[config.mk]
export PLATFORM = sky130hd
export DESIGN_NAME = ray_batch_scheduler
export DESIGN_NICKNAME = d
export VERILOG_FILES = /design/src/rtl/ray_sched_pkg.sv /design/src/rtl/ray_batch_scheduler_rr_arbiter.sv /design/src/rtl/ray_batch_scheduler.sv
export SDC_FILE = /design/constraint.sdc
export NUM_CORES = 1
export LEC_CHECK = 0
export ABC_AREA = 1
export CORE_AREA = 8 8 547 549
export DETAILED_ROUTE_END_ITERATION = 16
export DIE_AREA = 0 0 555 557
export GPL_TIMING_DRIVEN = 0
export MAX_ROUTING_LAYER = met4
export PLACE_DENSITY = 0.34
export SYNTH_ARGS = -nofsm -noshare
export SYNTH_HDL_FRONTEND = slang
export SYNTH_HIERARCHICAL = 1
export SYNTH_SLANG_ARGS = --single-unit
[constraint.sdc]
create_clock -name i_clk -period 10.36 [get_ports i_clk]
set_input_delay 2.072 -clock i_clk [delete_from_list [all_inputs] [get_ports i_clk]]
set_output_delay 2.072 -clock i_clk [all_outputs]
set_load 0.05 [all_outputs]
[src/rtl/ray_sched_pkg.sv]
// Shared types and constants for the ray batch scheduler.
//   sched_state_e : scheduler FSM states
//   RAY_W         : packed ray width {dir z,y,x, origin z,y,x}, Q16.16 each
//   FIP_MAX       : "no hit" t value, largest positive Q16.16
package ray_sched_pkg;

  typedef enum logic [2:0] {
    IDLE,
    LAUNCH,
    ARM,
    BUSY,
    FLUSH,
    RESP
  } sched_state_e;

  localparam int RAY_W = 192;
  localparam logic signed [31:0] FIP_MAX = 32'sh7fffffff;

endpackage

[src/rtl/ray_batch_scheduler_rr_arbiter.sv]
// Combinational round-robin arbiter: grants the first set request bit at or
// after ptr, wrapping around.
//   req       : request vector
//   ptr       : priority pointer, index of the highest-priority requester
//   grant     : one-hot grant (all zero when req is zero)
//   grant_idx : encoded index of the granted requester
module rr_arbiter
  import ray_sched_pkg::*;
#(
  parameter int N     = 4,
  parameter int IDX_W = (N > 1) ? $clog2(N) : 1
) (
  input  logic [N-1:0]     req,
  input  logic [IDX_W-1:0] ptr,
  output logic [N-1:0]     grant,
  output logic [IDX_W-1:0] grant_idx
);

  logic             found;
  logic [IDX_W:0]   pos;
  logic [IDX_W-1:0] pos_idx;

  always_comb begin
    grant     = '0;
    grant_idx = '0;
    found     = 1'b0;
    pos       = '0;
    pos_idx   = '0;
    for (int i = 0; i < N; i++) begin
      // one spare bit so ptr + i cannot overflow before the wrap
      pos = {1'b0, ptr} + (IDX_W+1)'(i);
      if (pos >= (IDX_W+1)'(N)) pos = pos - (IDX_W+1)'(N);
      pos_idx = pos[IDX_W-1:0];
      if (!found && req[pos_idx]) begin
        found          = 1'b1;
        grant[pos_idx] = 1'b1;
        grant_idx      = pos_idx;
      end
    end
  end

endmodule

[src/rtl/ray_batch_scheduler.sv]
// Shares one triangle-intersection batch engine among NREQ ray requesters.
// Round-robin grant, payload capture, batch launch, watchdog with engine
// flush, closest-hit result returned to the winner.
//   i_clk, i_rstn          : clock, synchronous active-low reset
//   i_req/i_ray/i_baseaddr/i_tri_cnt : per-requester request and payload
//   o_ack, o_resp_valid    : one-hot one-cycle pulses to the requesters
//   o_hit/o_t/o_tri_index/o_timeout  : result, held until the next response
//   o_busy                 : scheduler not idle
//   o_ins_*                : engine launch interface and engine reset
//   i_ins_*                : engine completion and result
//
// state  | meaning
// IDLE   | sample requests, grant and capture payload
// LAUNCH | pulse engine start
// ARM    | let the engine drop its finish flag, clear watchdog
// BUSY   | wait for finish or watchdog expiry
// FLUSH  | two cycles of engine reset after a hang
// RESP   | return result to the granted requester, advance pointer
module ray_batch_scheduler
  import ray_sched_pkg::*;
#(
  parameter int NREQ        = 4,
  parameter int TIMEOUT_CYC = 2**20,
  parameter int CNT_W       = 32
) (
  input  logic                  i_clk,
  input  logic                  i_rstn,
  input  logic [NREQ-1:0]       i_req,
  input  logic [NREQ*RAY_W-1:0] i_ray,
  input  logic [NREQ*32-1:0]    i_baseaddr,
  input  logic [NREQ*32-1:0]    i_tri_cnt,
  output logic [NREQ-1:0]       o_ack,
  output logic [NREQ-1:0]       o_resp_valid,
  output logic                  o_hit,
  output logic [31:0]           o_t,
  output logic [31:0]           o_tri_index,
  output logic                  o_timeout,
  output logic                  o_busy,
  output logic                  o_ins_ivalid,
  output logic                  o_ins_reset,
  output logic [31:0]           o_ins_baseaddr,
  output logic [RAY_W-1:0]      o_ins_ray,
  output logic [31:0]           o_ins_tri_cnt,
  input  logic                  i_ins_finish,
  input  logic                  i_ins_hit,
  input  logic [31:0]           i_ins_t,
  input  logic [31:0]           i_ins_tri_index
);

  localparam int IDX_W = (NREQ > 1) ? $clog2(NREQ) : 1;
  localparam logic [CNT_W-1:0] WD_LAST = CNT_W'(TIMEOUT_CYC - 1);

  sched_state_e     state_q, state_d;
  logic [IDX_W-1:0] ptr_q, ptr_d, sel_q, sel_d;
  logic [RAY_W-1:0] ray_q, ray_d;
  logic [31:0]      base_q, base_d;
  logic [CNT_W-1:0] cnt_q, cnt_d, wd_q, wd_d;
  logic             flush_cnt_q, flush_cnt_d;
  logic             res_hit_q, res_hit_d, res_to_q, res_to_d;
  logic [31:0]      res_t_q, res_t_d, res_idx_q, res_idx_d;
  logic [NREQ-1:0]  ack_q, ack_d, resp_valid_q, resp_valid_d;
  logic             hit_q, hit_d, timeout_q, timeout_d;
  logic [31:0]      t_q, t_d, tri_idx_q, tri_idx_d;

  logic [NREQ-1:0]  arb_grant;
  logic [IDX_W-1:0] arb_idx;
  logic [RAY_W-1:0] ray_sel;
  logic [31:0]      base_sel, cnt_sel;
  logic             ins_ivalid, flush_active;

  rr_arbiter #(.N(NREQ), .IDX_W(IDX_W)) u_arb (
    .req       (i_req),
    .ptr       (ptr_q),
    .grant     (arb_grant),
    .grant_idx (arb_idx)
  );

  always_comb begin
    ray_sel  = '0;
    base_sel = '0;
    cnt_sel  = '0;
    for (int r = 0; r < NREQ; r++) begin
      if (arb_idx == IDX_W'(r)) begin
        ray_sel  = i_ray[RAY_W*r +: RAY_W];
        base_sel = i_baseaddr[32*r +: 32];
        cnt_sel  = i_tri_cnt[32*r +: 32];
      end
    end
  end

  always_comb begin
    state_d      = state_q;
    ptr_d        = ptr_q;
    sel_d        = sel_q;
    ray_d        = ray_q;
    base_d       = base_q;
    cnt_d        = cnt_q;
    wd_d         = wd_q;
    flush_cnt_d  = flush_cnt_q;
    res_hit_d    = res_hit_q;
    res_t_d      = res_t_q;
    res_idx_d    = res_idx_q;
    res_to_d     = res_to_q;
    ack_d        = '0;
    resp_valid_d = '0;
    hit_d        = hit_q;
    t_d          = t_q;
    tri_idx_d    = tri_idx_q;
    timeout_d    = timeout_q;
    ins_ivalid   = 1'b0;
    flush_active = 1'b0;

    case (state_q)
      IDLE: begin
        if (|i_req) begin
          sel_d  = arb_idx;
          ray_d  = ray_sel;
          base_d = base_sel;
          cnt_d  = CNT_W'(cnt_sel);
          ack_d  = arb_grant;
          if (cnt_sel != '0) begin
            state_d = LAUNCH;
          end else begin
            // the engine would underflow on cnt-1, so answer locally
            res_hit_d = 1'b0;
            res_t_d   = FIP_MAX;
            res_idx_d = '0;
            res_to_d  = 1'b0;
            state_d   = RESP;
          end
        end
      end
      LAUNCH: begin
        ins_ivalid = 1'b1;
        state_d    = ARM;
      end
      ARM: begin
        wd_d    = '0;
        state_d = BUSY;
      end
      BUSY: begin
        wd_d = wd_q + 1'b1;
        if (i_ins_finish) begin
          res_hit_d = i_ins_hit;
          res_t_d   = i_ins_t;
          res_idx_d = i_ins_tri_index;
          res_to_d  = 1'b0;
          state_d   = RESP;
        end else if (wd_q == WD_LAST) begin
          flush_cnt_d = 1'b0;
          state_d     = FLUSH;
        end
      end
      FLUSH: begin
        flush_active = 1'b1;
        res_hit_d    = 1'b0;
        res_t_d      = FIP_MAX;
        res_idx_d    = '0;
        res_to_d     = 1'b1;
        flush_cnt_d  = 1'b1;
        if (flush_cnt_q) state_d = RESP;
      end
      RESP: begin
        resp_valid_d = NREQ'(1) << sel_q;
        hit_d        = res_hit_q;
        t_d          = res_t_q;
        tri_idx_d    = res_idx_q;
        timeout_d    = res_to_q;
        ptr_d        = (sel_q == IDX_W'(NREQ-1)) ? '0 : sel_q + 1'b1;
        state_d      = IDLE;
      end
      default: state_d = IDLE;
    endcase
  end

  always_ff @(posedge i_clk) begin
    if (!i_rstn) begin
      state_q      <= IDLE;
      ptr_q        <= '0;
      sel_q        <= '0;
      ray_q        <= '0;
      base_q       <= '0;
      cnt_q        <= '0;
      wd_q         <= '0;
      flush_cnt_q  <= 1'b0;
      res_hit_q    <= 1'b0;
      res_t_q      <= '0;
      res_idx_q    <= '0;
      res_to_q     <= 1'b0;
      ack_q        <= '0;
      resp_valid_q <= '0;
      hit_q        <= 1'b0;
      t_q          <= '0;
      tri_idx_q    <= '0;
      timeout_q    <= 1'b0;
    end else begin
      state_q      <= state_d;
      ptr_q        <= ptr_d;
      sel_q        <= sel_d;
      ray_q        <= ray_d;
      base_q       <= base_d;
      cnt_q        <= cnt_d;
      wd_q         <= wd_d;
      flush_cnt_q  <= flush_cnt_d;
      res_hit_q    <= res_hit_d;
      res_t_q      <= res_t_d;
      res_idx_q    <= res_idx_d;
      res_to_q     <= res_to_d;
      ack_q        <= ack_d;
      resp_valid_q <= resp_valid_d;
      hit_q        <= hit_d;
      t_q          <= t_d;
      tri_idx_q    <= tri_idx_d;
      timeout_q    <= timeout_d;
    end
  end

  assign o_ack          = ack_q;
  assign o_resp_valid   = resp_valid_q;
  assign o_hit          = hit_q;
  assign o_t            = t_q;
  assign o_tri_index    = tri_idx_q;
  assign o_timeout      = timeout_q;
  assign o_busy         = (state_q != IDLE);
  assign o_ins_ivalid   = ins_ivalid;
  assign o_ins_reset    = ~i_rstn | flush_active;
  assign o_ins_baseaddr = base_q;
  assign o_ins_ray      = ray_q;
  assign o_ins_tri_cnt  = 32'(cnt_q);

endmodule
==> impl_metrics.tcl <==
set metrics [dict create \
    synth_cell_types 45 \
    fin_ws_ns 3.85 \
    area_growth_pct 100 \
    die_height_um 557 \
    dp_hpwl_um 222000 \
    place_area_um2 40900 \
    drive_above_1_share 0.0398 \
    antenna_left 0 \
    syn_area_um2 21500 \
    synthArstFlopShare 0 \
    dp_slack_ns 3.11 \
    status "finished, violations left" \
    worst_r2r_endpoint "o_ins_ray[25]" \
    dp.cells 8244 \
    power_density_nw_per_um2 265 \
    endpoint_kind "output pin" \
    io_buffer_count 1427 \
    timing.final.crit_share 0.628 \
    cp_max_fo 10 \
    grt_max_degree 20 \
    viasPerCell 3.56 \
    synthFlopType "dfxtp_1" \
    worstHoldPathType "reg2reg" \
    clock_latency_ns 0.71 \
    synth_top_area_share 0.405 \
    synth_edf_count 0 \
    avgRoutedWirePerCell_um 29.9 \
    ctsHoldBuffers 0 \
    path_clk_slew_ns 0.06 \
    n_fill_cell 33208 \
    reg2regPathDepth 18 \
    wirelength_um 252000 \
    cp.depth 5 \
    initial_utilization 0.0742 \
    hp-start "res_to_q" \
    finalHoldViolCount 0 \
    worstHoldEndpoint "res_to_q" \
    postSynthAreaPerCell_um2 7.40 \
    syn-num-nets 4010 \
    power_leakage_uw 0.0149 \
    final_nets 5508 \
    start_kind "input port" \
    io_pins 1429 \
    synthCells 2907 \
    gr-total-overflow 0 \
    setup-violations-final 0 \
    final_common_cell "clkdlybuf4s50_1" \
    multiInputGateArea_um2 11400 \
    fmax_ghz 0.154 \
    ff_latch_area_um2 8730 \
    drt-pass1-iter-count 5 \
    cts.repair.resized 0 \
    path_delay_family "buffers and inverters" \
    critPathMostFrequentCell "clkbuf_1" \
    cts_sinks 436 \
    rsz0062_at_grt "no" \
    num_rows 198 \
    cts_root_buffer "clkbuf_16" \
    critPathArrivalTime_ns 4.44 \
    critPathKind "in2out" \
    core_area_um2 290000 \
    violations "max-slew violations" \
    slew_viol_final 1 \
    cts_setup_buffers 0 \
    drv_cap 0 \
    tightest_slew_ns 1.56 \
    grt_pass1_vias 30354 \
    groute.usage.overall 0.158 \
    ir_drop_uv 148 \
    finalWeightedCongestion 0.929 \
    cpPeakStageDelay_ns 0.78 \
    stdcell_count 8415 \
    reg2reg_from "ptr_q[1]" \
    required_ns 8.29 \
    ys_warn_count 6 \
    min_period_ns 6.51 \
    ys_ff_latch 436 \
    drt_iter0_drc 2626 \
    synth_top_cell_by_area "dfxtp_1" \
    die-area_um2 309000 \
    die_x_um 555 \
    critPathSlowestCell "clkdlybuf4s50_1" \
    holdPathStages 2 \
    cts_buffers 59 \
    fin_skew_ns 0.0700 \
    stdcell_area_um2 43100 \
    cp_cell_sequence "clkbuf_1, clkbuf_1, buf_1, nand2_1, clkdlybuf4s50_1" \
    cts_buffer_depth 3 \
    tns_ns 0 \
    cts.htree.levels 2 \
    vias 29962 \
    ys_seq_area_frac 0.405 \
    slew_headroom -0.0413 \
    antenna_found_initial 107 \
    synth.area.top_cells "dfxtp_1 41%, a21oi_1 14%, a22o_1 9.1%" \
    grt_pass1_wl_um 317000 \
    whs_ns 0.468 \
    mostFrequentLayoutCells "1427 x clkdlybuf4s50_1, 598 x a21oi_1, 436 x dfxtp_1" \
    drcViolationCount 0 \
    cts_tree "built" \
    rrSetupSlack_ns 4.73 \
    crit_buf_inv 4 \
]
==> registers in the layout (all words and copies together) (netlist names), 4 cells and up <==
name            cells
o_ack               4
res_idx_q          32
o_resp_valid        4
o_t                32
wd_q               32
res_t_q            32
o_ins_ray         192
o_ins_tri_cnt      32
o_ins_baseaddr     32
o_tri_index        32
==> cell families (layout without fill, tap and decap cells) <==
group	count (synthesis)	count (layout)	synth area share
AOI/OAI and AO/OA	1320	1320	0.366
and+or+nand+nor	793	793	0.160
DFF	436	436	0.405
buffers and inverters	348	1893	0.0640
adders and majority gates	7	7	0.00407
xor gates and xnor gates	3	3	0.00122
other	0	63	0
==> per-layer routing <==
metal	part of all wire	vias to the layer above	GRT usage	wire, um
li1	-	13617	-	-
met1	0.41	14575	0.184	103000
met2	0.47	1568	0.262	119000
met3	0.099	202	0.0592	24900
met4	0.020	0	0.0303	5110
met5	0	-	-	0
==> power breakdown <==
group          internal, uW  leakage (uW)  switching [uW]
logic                  1840        0.0103            4690
registers              2250       0.00359             385
clock network          1290       0.00101             935
total                  5390        0.0149            6010
==> worst max path at each step <==
| stage | start | end | slack [ns] |
|---|---|---|---|
| global route | i_rstn | o_ins_reset | 3.64 |
| finish | i_rstn | o_ins_reset | 3.85 |
| detailed placement | i_req[3] | res_hit_q | 3.11 |
| CTS | i_rstn | o_ins_reset | 3.64 |
| global placement | i_req[3] | o_ins_ray[138] | 1.34 |
| floorplan | i_rstn | o_ins_reset | 5.14 |
==> metrics by stage <==
step,util,power (uW)
6_report,0.149,11400
4_1_cts,0.148,11600
3_3_place_gp,0.140,9290
5_1_grt,0.148,12000
2_1_floorplan,-,5740
3_5_place_dp,0.141,9320
==> cell usage after synthesis, types with 3 or more instances <==
cell	number
a211oi_1	3
a21boi_0	4
a21oi_1	598
a221oi_1	103
a22o_1	224
a31oi_1	4
buf_1	28
buf_2	21
buf_4	5
clkbuf_1	218
dfxtp_1	436
ha_1	7
inv_1	66
inv_2	6
nand2_1	262
nand2_2	3
nand3_1	160
nand3b_1	4
nand4_1	9
nor2_1	286
nor2_2	3
nor3_1	19
nor4_1	6
o21ai_0	376
or2_0	6
or2_1	22
or2_2	5
xor2_1	3
==> final cells by class <==
class / count / share of cell area
tap: 3900 / 0.113
sequential: 436 / 0.202
antenna: 63 / 0.00366
clock inverter: 29 / 0.00952
inverter: 75 / 0.00697
buffer: 273 / 0.0255
clock buffer: 79 / 0.0383
timing repair buffer: 1437 / 0.335
multi-input combinational: 2123 / 0.265
==> worst reg2reg max path: stages, from the launching register on <==
cell and delay (ns):
dfxtp_1 0.54, bufinv_8 0.28, ha_1 0.33, inv_1 0.16
nand3_1 0.09, nand2_1 0.14, nand3_1 0.09, nor2_1 0.13
nor2_1 0.06, nor2_1 0.20, buf_4 0.24, inv_2 0.07
nor2_2 0.23, buf_2 0.69, buf_1 1.12, buf_1 0.58
a22o_1 0.38, a21oi_1 0.09, a21oi_1 0.17
No activity file was read; power rests on OpenSTA's default activity.
